`src/rtl/rx_controller.sv`:
```
// rx_controller: UART receive-path controller.
// Validates each completed frame against the frame configuration sampled with
// frame_valid_i, extracts the data field, and queues {fe, pe, data} into a
// receive buffer drained by the register interface. It also reports buffer
// status and a sticky overrun flag.
// Build option: define WBUART_RX_FIFO_EN for a FIFO_DEPTH-entry buffer.
// Without it, the buffer is a single holding register.
module rx_controller #(
    parameter int unsigned FIFO_DEPTH = 8,
    parameter int unsigned LEVEL_W    = $clog2(FIFO_DEPTH + 1)
) (
    input  logic               clk_i,
    input  logic               rst_i,
    input  logic               cr_rxen_i,
    input  logic               cr_ds_i,
    input  logic [1:0]         cr_p_i,
    input  logic               cr_s_i,
    input  logic [10:0]        frame_i,
    input  logic               parity_err_i,
    input  logic               frame_valid_i,
    input  logic               rd_i,
    input  logic               flush_i,
    input  logic               ore_clr_i,
    output logic [7:0]         rdata_o,
    output logic               rx_pe_o,
    output logic               rx_fe_o,
    output logic               rxne_o,
    output logic               rx_full_o,
    output logic [LEVEL_W-1:0] rx_level_o,
    output logic               ore_o
);

    // Capture-stage signals
    logic       par_en;
    logic [3:0] sidx;
    logic [3:0] sidx_n;
    logic [7:0] cap_data;
    logic       cap_fe;
    logic       cap_pe;
    logic       capture;

    // Pending entry: one cycle between capture and write
    logic       pend;
    logic [7:0] pend_data;
    logic       pend_fe;
    logic       pend_pe;
    logic [9:0] entry;

    // Buffer control
    logic [LEVEL_W-1:0] level;
    logic               rxne;
    logic               full;
    logic               pop;
    logic               wr_ok;
    logic               ovr;
    logic [9:0]         head;
    logic               ore;

`ifdef WBUART_RX_FIFO_EN
    localparam int unsigned DEPTH = FIFO_DEPTH;
    localparam int unsigned PTR_W = $clog2(FIFO_DEPTH);

    logic [9:0]       mem [FIFO_DEPTH];
    logic [PTR_W-1:0] wptr;
    logic [PTR_W-1:0] rptr;

    // Read/write pointers; power-of-two depth lets them wrap naturally
    always_ff @(posedge clk_i or posedge rst_i) begin
        if (rst_i) begin
            wptr <= '0;
            rptr <= '0;
        end else if (flush_i) begin
            wptr <= '0;
            rptr <= '0;
        end else begin
            if (wr_ok) wptr <= wptr + PTR_W'(1);
            if (pop)   rptr <= rptr + PTR_W'(1);
        end
    end

    // Entry storage; contents are qualified by level, so no reset is needed
    always_ff @(posedge clk_i) begin
        if (wr_ok) mem[wptr] <= entry;
    end

    assign head = mem[rptr];
`else
    localparam int unsigned DEPTH = 1;

    logic [9:0] hold;

    // Single holding register; validity is tracked by level
    always_ff @(posedge clk_i) begin
        if (wr_ok) hold <= entry;
    end

    assign head = hold;
`endif

    // Frame validation against the configuration present with frame_valid_i
    always_comb begin
        par_en   = (cr_p_i != 2'b00);
        sidx     = 4'd7 + {3'b000, cr_ds_i} + {3'b000, par_en};
        sidx_n   = sidx + 4'd1;
        cap_data = cr_ds_i ? frame_i[7:0] : {1'b0, frame_i[6:0]};
        cap_fe   = ~frame_i[sidx] | (cr_s_i & ~frame_i[sidx_n]);
        cap_pe   = parity_err_i & par_en;
        capture  = frame_valid_i & cr_rxen_i;
    end

    // Capture register; no stall, so consecutive pulses each produce an entry
    always_ff @(posedge clk_i or posedge rst_i) begin
        if (rst_i) begin
            pend      <= 1'b0;
            pend_data <= '0;
            pend_fe   <= 1'b0;
            pend_pe   <= 1'b0;
        end else begin
            pend <= capture & ~flush_i;
            if (capture) begin
                pend_data <= cap_data;
                pend_fe   <= cap_fe;
                pend_pe   <= cap_pe;
            end
        end
    end

    // When full, a same-cycle pop frees the slot, so the write is still accepted
    always_comb begin
        entry = {pend_fe, pend_pe, pend_data};
        rxne  = (level != '0);
        full  = (level == LEVEL_W'(DEPTH));
        pop   = rd_i & rxne & ~flush_i;
        wr_ok = pend & ~flush_i & (~full | pop);
        ovr   = pend & ~flush_i & full & ~pop;
    end

    // Occupancy count; the write and pop guards keep it within 0..DEPTH
    always_ff @(posedge clk_i or posedge rst_i) begin
        if (rst_i) begin
            level <= '0;
        end else if (flush_i) begin
            level <= '0;
        end else if (wr_ok && !pop) begin
            level <= level + LEVEL_W'(1);
        end else if (pop && !wr_ok) begin
            level <= level - LEVEL_W'(1);
        end
    end

    // Sticky overrun; a new overrun wins over a same-cycle clear
    always_ff @(posedge clk_i or posedge rst_i) begin
        if (rst_i) begin
            ore <= 1'b0;
        end else if (ovr) begin
            ore <= 1'b1;
        end else if (ore_clr_i) begin
            ore <= 1'b0;
        end
    end

    assign rdata_o    = rxne ? head[7:0] : '0;
    assign rx_pe_o    = rxne & head[8];
    assign rx_fe_o    = rxne & head[9];
    assign rxne_o     = rxne;
    assign rx_full_o  = full;
    assign rx_level_o = level;
    assign ore_o      = ore;

endmodule

```
`config.mk`:
```
export PLATFORM = sky130hd
export DESIGN_NAME = rx_controller
export DESIGN_NICKNAME = d
export VERILOG_FILES = /design/src/rtl/rx_controller.sv
export SDC_FILE = /design/constraint.sdc
export NUM_CORES = 1
export LEC_CHECK = 0
export CAP_MARGIN = 20
export CORE_ASPECT_RATIO = 2
export CORE_MARGIN = 1.5
export CORE_UTILIZATION = 50
export CTS_CLUSTER_DIAMETER = 80
export DETAILED_ROUTE_END_ITERATION = 8
export GPL_TIMING_DRIVEN = 0
export HOLD_SLACK_MARGIN = 0.1
export PLACE_DENSITY = 0.87
export SETUP_SLACK_MARGIN = 0.4
export SLEW_MARGIN = 20
export SYNTH_ARGS = -nofsm -noshare
export SYNTH_HDL_FRONTEND = slang
export SYNTH_SLANG_ARGS = --single-unit
```
`constraint.sdc`:
```
create_clock -name clk_i -period 6.51 [get_ports clk_i]
set_clock_uncertainty 0.15 [all_clocks]
set_input_delay 0.651 -clock clk_i [delete_from_list [all_inputs] [get_ports clk_i]]
set_output_delay 0.651 -clock clk_i [all_outputs]
set_load 0.005 [all_outputs]
```
==> impl_metrics.py <==
metrics = {
    "drt": {
        "vias_per_cell": 5.569,
        "wl_per_cell_um": 14.66,
        "via_count": 1047,
        "dr.first_iter.drc_count": 17,
        "drt_wl_total_um": 2756,
        "drc": 0,
        "dr.pass1.iters": 4,
        "ant_nets": 0,
    },
    "sta": {
        "fin_tns_setup_ps": 0,
        "setup_violations": 0,
        "finalHoldWorstSlack_ps": 300.6,
        "grt_setup_unrepaired": "no",
        "tightest_slew_ps": 909.5,
        "fmax_ghz": 0.3268,
        "hold_violations": 0,
        "slew_viol_final": 0,
        "finalCritPeriodShare": 0.4700,
        "layout_setup_ws_ps": 3450,
        "relSlewSlack": 0.3937,
        "min_period_ps": 3060,
    },
    "yosys": {
        "synth_top_cell_area_share": 0.3016,
        "ys_seq_area_frac": 0.5278,
        "async_flop_share": 0.6154,
        "syn_avg_cell_area_um2": 11.25,
        "synth_ff_type": "dfrtp_1",
        "syn_nets": 146,
        "synth_cell_type_count": 34,
        "netlist_area_um2": 1328,
        "synth-edff-count": 10,
        "ys_warn_count": 0,
        "synth_seq_cells": 26,
        "synthCells": 118,
        "synth_top_cell_by_area": "dfrtp_1",
        "synthTopCellsByArea": "dfrtp_1 30%, edfxtp_1 23%, mux2_2 5.9%, and2_1 4.7%, ha_1 4.7%",
    },
    "die": {
        "ios": 40,
        "dieArea_um2": 2992,
        "die_y_um": 75.87,
        "initial_core_util": 0.5232,
        "core_area_um2": 2537,
        "rows": 26,
        "die_w_um": 39.44,
    },
    "global_routing": {
        "grt_usage": 0.2176,
        "grt_pass1_wl_um": 4574,
        "grt_pass1_vias": 1072,
        "grt_overflow": 0,
        "grt_start_max_net_pins": 17,
        "grt_antenna_before_repair": 0,
    },
    "cts": {
        "htree_levels": 1,
        "cts_setup_buffers": 0,
        "ctsResizeCount": 0,
        "root_buffer": "clkbuf_8",
        "numCtsBuffers": 3,
        "cts_sinks": 26,
        "cts_tree": "yes",
        "cts.clk_slew.worst_paths_ps": 90,
        "cts_buffer_depth": 2,
        "clock_latency_ps": 270,
        "postCtsHoldBufs": 0,
    },
    "worst_setup_path": {
        "startpoint_type": "flop",
        "cp_max_fo": 10,
        "r2r_cells": 6,
        "crit_required_ps": 5710,
        "ff2ff_setup_slack_ps": 3970,
        "regToRegStartpoint": "rx_level_o[1]$_DFFE_PP0P_",
        "crit_chain": "inv_1, ha_1, or3b_4, buf_2, and2_1, clkdlybuf4s50_1",
        "cp-end-kind": "output pin",
        "critical_path_buf_inv_count": 3,
        "critPathSlowestCell": "dfrtp_1",
        "crit_type": "reg -> out",
        "cp.arrival_ps": 2260,
        "r2r_end": "rx_level_o[2]$_DFFE_PP0P_",
        "cpPeakStageDelay_ps": 450,
        "path_delay_family": "buffers and inverters",
    },
    "power": {
        "p_leak_nw": 0.7410,
        "p_per_area_nw_per_um2": 344.4,
        "irDropWorstVdd_mv": 0.2401,
    },
    "placed_design": {
        "gp_congestion": 0.7647,
        "io_buffers": 38,
        "dp_cells": 184,
        "pre_cts_slack_ps": 3753,
        "dp_hpwl_um": 2190,
        "place_area_um2": 1743,
    },
    "layout": {
        "syn2layout_area_growth_pct": 36.66,
        "seqCellArea_um2": 700.7,
        "layout.nets": 189,
        "fin_cells": 188,
        "finalInstanceArea_um2": 1814,
        "insertedDiodeCount": 0,
        "final_layout_size_suffix_gt1_frac": 0.1063,
        "multiInputGateArea_um2": 580.6,
        "fillers": 203,
    },
    "min_path": {
        "holdPathEnd": "head[1]$_DFFE_PN_",
        "min_path_cells": 0,
        "worstHoldPathType": "reg -> reg",
        "hp-start": "pend_data[1]$_DFFE_PP0P_",
    },
    "run_status": {
        "status": "finished clean",
    },
    "job": {
        "cap_violations": 0,
    },
}
## layout make-up
type,count,area share
clock inverters,1,0.01655
flip-flops and latches,26,0.3862
multi-input cells,80,0.3200
inverters,8,0.01655
repair buffers,38,0.2097
clock buffers,3,0.02276
plain buffers,4,0.008966
well taps,28,0.01931
## per-layer routing
layer,share of wire,global-route usage
met1,0.35,0.2378
met3,0.042,0.01166
met4,0.025,0.1149
met5,0,0
met2,0.58,0.3953
## through the flow
stage	util	total power, W
2_1_floorplan	-	0.0003548
3_3_place_gp	0.6869	0.0004811
3_5_place_dp	0.6869	0.0004963
4_1_cts	0.7150	0.0006286
5_1_grt	0.7150	0.0006674
6_report	0.7150	0.0006249
## kinds of logic (layout without fill, tap and decap cells)
logic type / count (synthesis) / in the layout / share of synthesized area
buffers and inverters: 12 / 54 / 0.03487
DFF: 26 / 26 / 0.5278
AOI/OAI and AO/OA: 21 / 21 / 0.1084
xor gates and xnor gates: 1 / 1 / 0.006599
and+or+nand+nor: 41 / 41 / 0.1678
adders and majority gates: 5 / 5 / 0.04713
muxes: 12 / 12 / 0.1074
## cell usage after synthesis, types with 2 or more instances
| cell type | n |
|---|---|
| o21ai_0 | 4 |
| and2_1 | 10 |
| edfxtp_1 | 10 |
| inv_1 | 8 |
| clkbuf_1 | 3 |
| nand2_1 | 9 |
| mux2i_1 | 3 |
| a21oi_1 | 5 |
| nand2b_1 | 2 |
| a211oi_1 | 3 |
| a211o_1 | 2 |
| nand3_1 | 4 |
| nor2_1 | 6 |
| or2_2 | 2 |
| ha_1 | 5 |
| dfrtp_1 | 16 |
| nor2b_1 | 2 |
| nor3b_1 | 2 |
| mux2_2 | 7 |
## power breakdown
| part | total [W] | switching, W | internal (W) |
|---|---|---|---|
| clock network | 0.000130 | 0.0000482 | 0.0000822 |
| logic | 0.000277 | 0.000115 | 0.000161 |
| registers | 0.000218 | 0.0000242 | 0.000194 |
## layout by cell type, fill, tap and decap left out
cell type	count
mux2_1	1
and3_1	1
mux4_2	1
a311oi_1	1
a21o_1	1
a2111oi_0	1
nor3b_1	2
mux2i_1	3
a21oi_1	5
a41oi_1	1
o21ai_0	4
buf_2	1
xor2_1	1
ha_1	5
or3b_4	1
clkbuf_8	3
o2111ai_1	1
nor2b_1	2
edfxtp_1	10
nor2_1	6
nor3_1	1
or2_2	2
dfrtp_1	16
nand2_1	9
nand2b_1	2
nand3_1	4
clkbuf_1	3
clkdlybuf4s50_1	38
a211o_1	2
a211oi_1	3
or3b_2	1
bufinv_16	1
o22ai_1	1
o211a_1	1
inv_1	8
mux2_2	7
and2_1	10
## worst max path at each step
stage | cells after the start | from | to | slack [ps]
floorplan | 6 | rx_level_o[1]$_DFFE_PP0P_ | rx_level_o[2]$_DFFE_PP0P_ | 4240
global placement | 6 | rx_level_o[1]$_DFFE_PP0P_ | rdata_o[3] | 3810
detailed placement | 6 | rx_level_o[1]$_DFFE_PP0P_ | rdata_o[4] | 3750
CTS | 6 | rx_level_o[1]$_DFFE_PP0P_ | rdata_o[4] | 3450
global route | 6 | rx_level_o[1]$_DFFE_PP0P_ | rdata_o[1] | 3350
finish | 6 | rx_level_o[1]$_DFFE_PP0P_ | rdata_o[4] | 3450
## state kept, by name, indices dropped and copies added (netlist names)
name,count
pend,1
ore_o,1
head,10
rx_level_o,4
pend_data,8
pend_pe,1
pend_fe,1
## worst register-to-register path: stages (launching register included)
cell      delay, ps
dfrtp_1         450
inv_1           120
ha_1            200
or3b_4          430
a211o_1         380
a211oi_1        350
mux2_1          350
Power figures use the tool's default switching activity.
==> patch 1: new RTL, config.mk and constraints unchanged <==
Add a define of `WBUART_RX_FIFO_EN`.
--- a/src/rtl/rx_controller.sv
+++ b/src/rtl/rx_controller.sv
@@ -5,6 +5,8 @@
 // status and a sticky overrun flag.
 // Build option: define WBUART_RX_FIFO_EN for a FIFO_DEPTH-entry buffer.
 // Without it, the buffer is a single holding register.
+`define WBUART_RX_FIFO_EN
+
 module rx_controller #(
     parameter int unsigned FIFO_DEPTH = 8,
     parameter int unsigned LEVEL_W    = $clog2(FIFO_DEPTH + 1)
Check against the original RTL: not equivalent (Yosys sat finds a counterexample within 4 cycles, from zero or initial values and one cycle with rst_i high).
==> patch 1 against the unedited design <==
  * Wire length rose to 2.9 times the old value
  * Cell area increased to 2.8 times the old value
  * Sequential cell count up 76
  * Setup slack worse by 0.20 ns
  * Sequential share of layout area rose by 19 points
  * Largest cell class unchanged
  * First-iteration DRC count rose to 5.4 times the old value
  * Area after synthesis grew to 3.2 times the old value
  * Power rose to 2.9 times the old value
  * Fmax is 6.1% lower
==> patch 1: results (changes against the unedited design) <==
min_to: "ore_o$_DFFE_PP0P_"
placed_cell_area_um2: 4850  # +180%
p_per_area_nw_per_um2: 351.9  # +2.2%
crit_slowest_cell: "clkdlybuf4s50_1"
irDropWorstVdd_mv: 0.3059  # +27%
utilization_pct: 61.73  # -9.8 points
grt_pass1_vias: 2553  # +140%
synth-edff-count: 80  # +70
cts.htree.levels: 3  # +2
final_cells: 411  # +120%
async_reset_ff_share_pct: 21.57  # -40 points
place_inst: 395  # +110%
worstPathArrival_ns: 2.46  # +0.20 ns
p_seq_mw: 0.790  # +260%
dp_hpwl_um: 5586  # +160%
synth_nets: 285  # +95%
p_leak_nw: 1.777  # +140%
grt_max_degree: 23  # +6
min_path_cells: 2  # +2
fin_worst_hold_slack_ns: 0.3789  # +0.07824 ns
dp_slack_ns: 3.225  # -0.5277 ns
layout-drive-gt1-share_pct: 18.21  # +7.6 points
cts_buffers: 9  # +6
grt_util_all_layers_pct: 20.11  # -1.6 points
root_buffer: "clkbuf_16"
timing.rr.end: "rx_level_o[3]$_DFFE_PP0P_"
yosysUniqueCellTypes: 38  # +12%
place.gp.congestion: 0.8155  # +6.6%
yosys_warnings: 0  # unchanged
reg2reg_from: "rx_level_o[0]$_DFFE_PP0P_"
outcome: "finished clean"
grt_pass1_wl_um: 12850  # +180%
synth_common_cells: "80 x edfxtp_1, 23 x nor2_1, 22 x dfrtp_1"
hold_start: "ore_o$_DFFE_PP0P_"
via_per_inst: 5.745  # +3.1%
totalWireLength_um: 7948  # +190%
drt_iter0_markers: 91  # +74
r2r_cells: 8  # +2
syn_area_per_cell_um2: 16.87  # +50%
internal-power_mw: 1.304  # +200%
seq_area_frac_synth_pct: 68.64  # +16 points
combPwrFrac_pct: 29.3  # -15 points
slowest_delay_ns: 0.47  # +0.02 ns
path_clk_slew_ns: 0.06  # -0.03 ns
final_nets: 338  # +79%
ff2ff_setup_slack_ns: 3.65  # -0.32 ns
synthTopCellsByArea: "edfxtp_1 56%, dfrtp_1 13%, mux4_2 10%"
worst_slew_pin_slew_ns: 1.043  # +0.1340 ns
largest_register_ffs: 80  # +70
fillers: 573  # +180%
clkLatencyLatePin_ns: 0.34  # +0.07 ns
hold_path.class: "reg2reg"
## patch 1: changes by cell type in the layout (fill, tap and decap cells not counted), sizes merged, moves of 10 or more
cell	before	now
and2	10	0
clkbuf	6	22
edfxtp	10	80
mux2i	3	15
mux4	1	20
nor2	6	23
## patch 1: logic make-up (layout without fill, tap and decap cells)
logic type / after synthesis / after routing / synth area share, %
buf+inv: 23 / 81 / 2.094
mux: 44 / 44 / 16.32
flops: 102 / 102 / 68.64
xor+xnor: 5 / 5 / 1.018
compound gates: 20 / 20 / 3.607
simple gates: 54 / 54 / 6.108
fa+ha+maj: 7 / 7 / 2.211
## patch 1: how the worst max path moves through the flow
stage / startpoint / endpoint / slack [ns] / depth (start not counted)
6_report: rx_level_o[0]$_DFFE_PP0P_ / rdata_o[0] / 3.25 / 5
5_1_grt: rx_level_o[0]$_DFFE_PP0P_ / rdata_o[0] / 3.12 / 5
4_1_cts: rx_level_o[0]$_DFFE_PP0P_ / rdata_o[0] / 3.21 / 5
3_5_place_dp: flush_i / mem[0][6]$_DFFE_PP_ / 3.22 / 5
3_3_place_gp: flush_i / mem[2][6]$_DFFE_PP_ / 2.28 / 4
2_1_floorplan: rd_i / mem[2][0]$_DFFE_PP_ / 3.46 / 5
## patch 1: per-layer routing
| layer | up-vias | global-route usage (%) | part of all wire, % |
|---|---|---|---|
| li1 | 1084 | - | - |
| met1 | 1182 | 23.41 | 37 |
| met2 | 79 | 33.71 | 56 |
| met3 | 16 | 4.782 | 4.1 |
| met4 | 0 | 9.667 | 2.8 |
| met5 | - | 0 | 0 |
## patch 1: final cells by class
cell class	count	area share, %
Tap cell	98	2.396
Clock inverter	3	0.3667
Sequential cell	102	57.69
Inverter	11	0.8066
Buffer	12	0.9533
Timing Repair Buffer	42	7.822
Clock buffer	13	4.889
Multi-Input combinational cell	130	25.08
==> patch 2: new RTL, same flow settings <==
Without the edit above. Register the output `rx_level_o` once more, cleared by the reset; this adds one clock of latency there. The other outputs are not delayed to match.
--- a/src/rtl/rx_controller.sv
+++ b/src/rtl/rx_controller.sv
@@ -164,7 +164,13 @@
     assign rx_fe_o    = rxne & head[9];
     assign rxne_o     = rxne;
     assign rx_full_o  = full;
-    assign rx_level_o = level;
+    always_ff @(posedge clk_i or posedge rst_i) begin
+        if (rst_i) begin
+            rx_level_o <= '0;
+        end else begin
+            rx_level_o <= level;
+        end
+    end
     assign ore_o      = ore;
 
 endmodule
Check against the original RTL: not equivalent (a bounded check fails within 4 cycles, from zero or initial values and one cycle with rst_i high).
==> patch 2 against the unedited design <==
  * Setup slack improved by 0.041 ns
  * Power increased by 13%
  * Highest routed layer unchanged
  * First-iteration DRC count increased by 47%
  * Global-route usage increased by 0.56 points
  * Critical endpoint unchanged
  * Largest cell class unchanged
  * Sequential cell count increased by 4
  * Wire length decreased by 0.58%
  * Die area increased by 2.9%
  * Utilization increased by 1.4 points
  * Fmax increased by 1.3%
  * Area after synthesis increased by 3.1%
  * Cell area increased by 3.3%
  * Cell count decreased by 3.7%
==> patch 2: results (changes against the unedited design) <==
ff2ff_setup_slack_ns: 4.05  # +0.08 ns
slew_headroom_pct: 39.08  # -0.29 points
seq_area_frac_synth_pct: 58.50  # +5.7 points
irDropWorstVdd_mv: 0.2698  # +12%
place.gp.congestion: 0.6757  # -12%
final_nets: 180  # -4.8%
yosysUniqueCellTypes: 30  # -12%
path_clk_slew_ns: 0.06  # -0.03 ns
cp-startpoint: "level[1]$_DFFE_PP0P_"
drt_iter0_markers: 25  # +8
synthTopCellsByArea: "dfrtp_1 37%, edfxtp_1 22%, mux2_2 7.4%"
use_met2_pct: 38.71  # -0.82 points
place_inst: 173  # -6.0%
grt_pass1_wl_um: 4623  # +1.1%
fin_worst_hold_slack_ns: 0.3035  # +0.002848 ns
via_per_inst: 5.475  # -1.7%
outcome: "finished clean"
grt_max_degree: 21  # +4
timing.rr.end: "head[3]$_DFFE_PN_"
dp_hpwl_um: 2091  # -4.5%
grt_pass1_vias: 1095  # +2.1%
p_switching_mw: 0.2169  # +16%
cts_buffers: 5  # +2
synth_nets: 134  # -8.2%
finalCritPeriodShare_pct: 46.38  # -0.62 points
-- patch 2: cell type report --
cell class | instances | area, µm²
fill | 199 | 695.7
timing repair buffer | 39 | 390.4
clock inverter | 3 | 11.26
multi-input combinational | 66 | 529.3
buffer | 2 | 8.758
clock buffer | 5 | 68.82
sequential | 30 | 800.8
inverter | 8 | 30.03
tap | 28 | 35.03
-- patch 2: power groups by stage --
stage	Sequential [mW]	Combinational [mW]	Clock [mW]
final	0.260	0.309	0.138
after global routing	0.266	0.340	0.150
after CTS	0.260	0.313	0.140
after detailed placement	0.263	0.310	0
after global placement	0.259	0.296	0
after floorplan	0.257	0.156	0
-- patch 2: kinds of logic (layout without fill, tap and decap cells) --
group           Yosys count  in the layout  share of synthesized area (%)
flops                    30             30                          58.50
simple gates             30             30                          12.25
fa+ha+maj                 5              5                          4.570
mux                      13             13                          11.24
xor+xnor                  3              3                          1.920
compound gates           15             15                          8.684
buf+inv                  10             57                          2.833
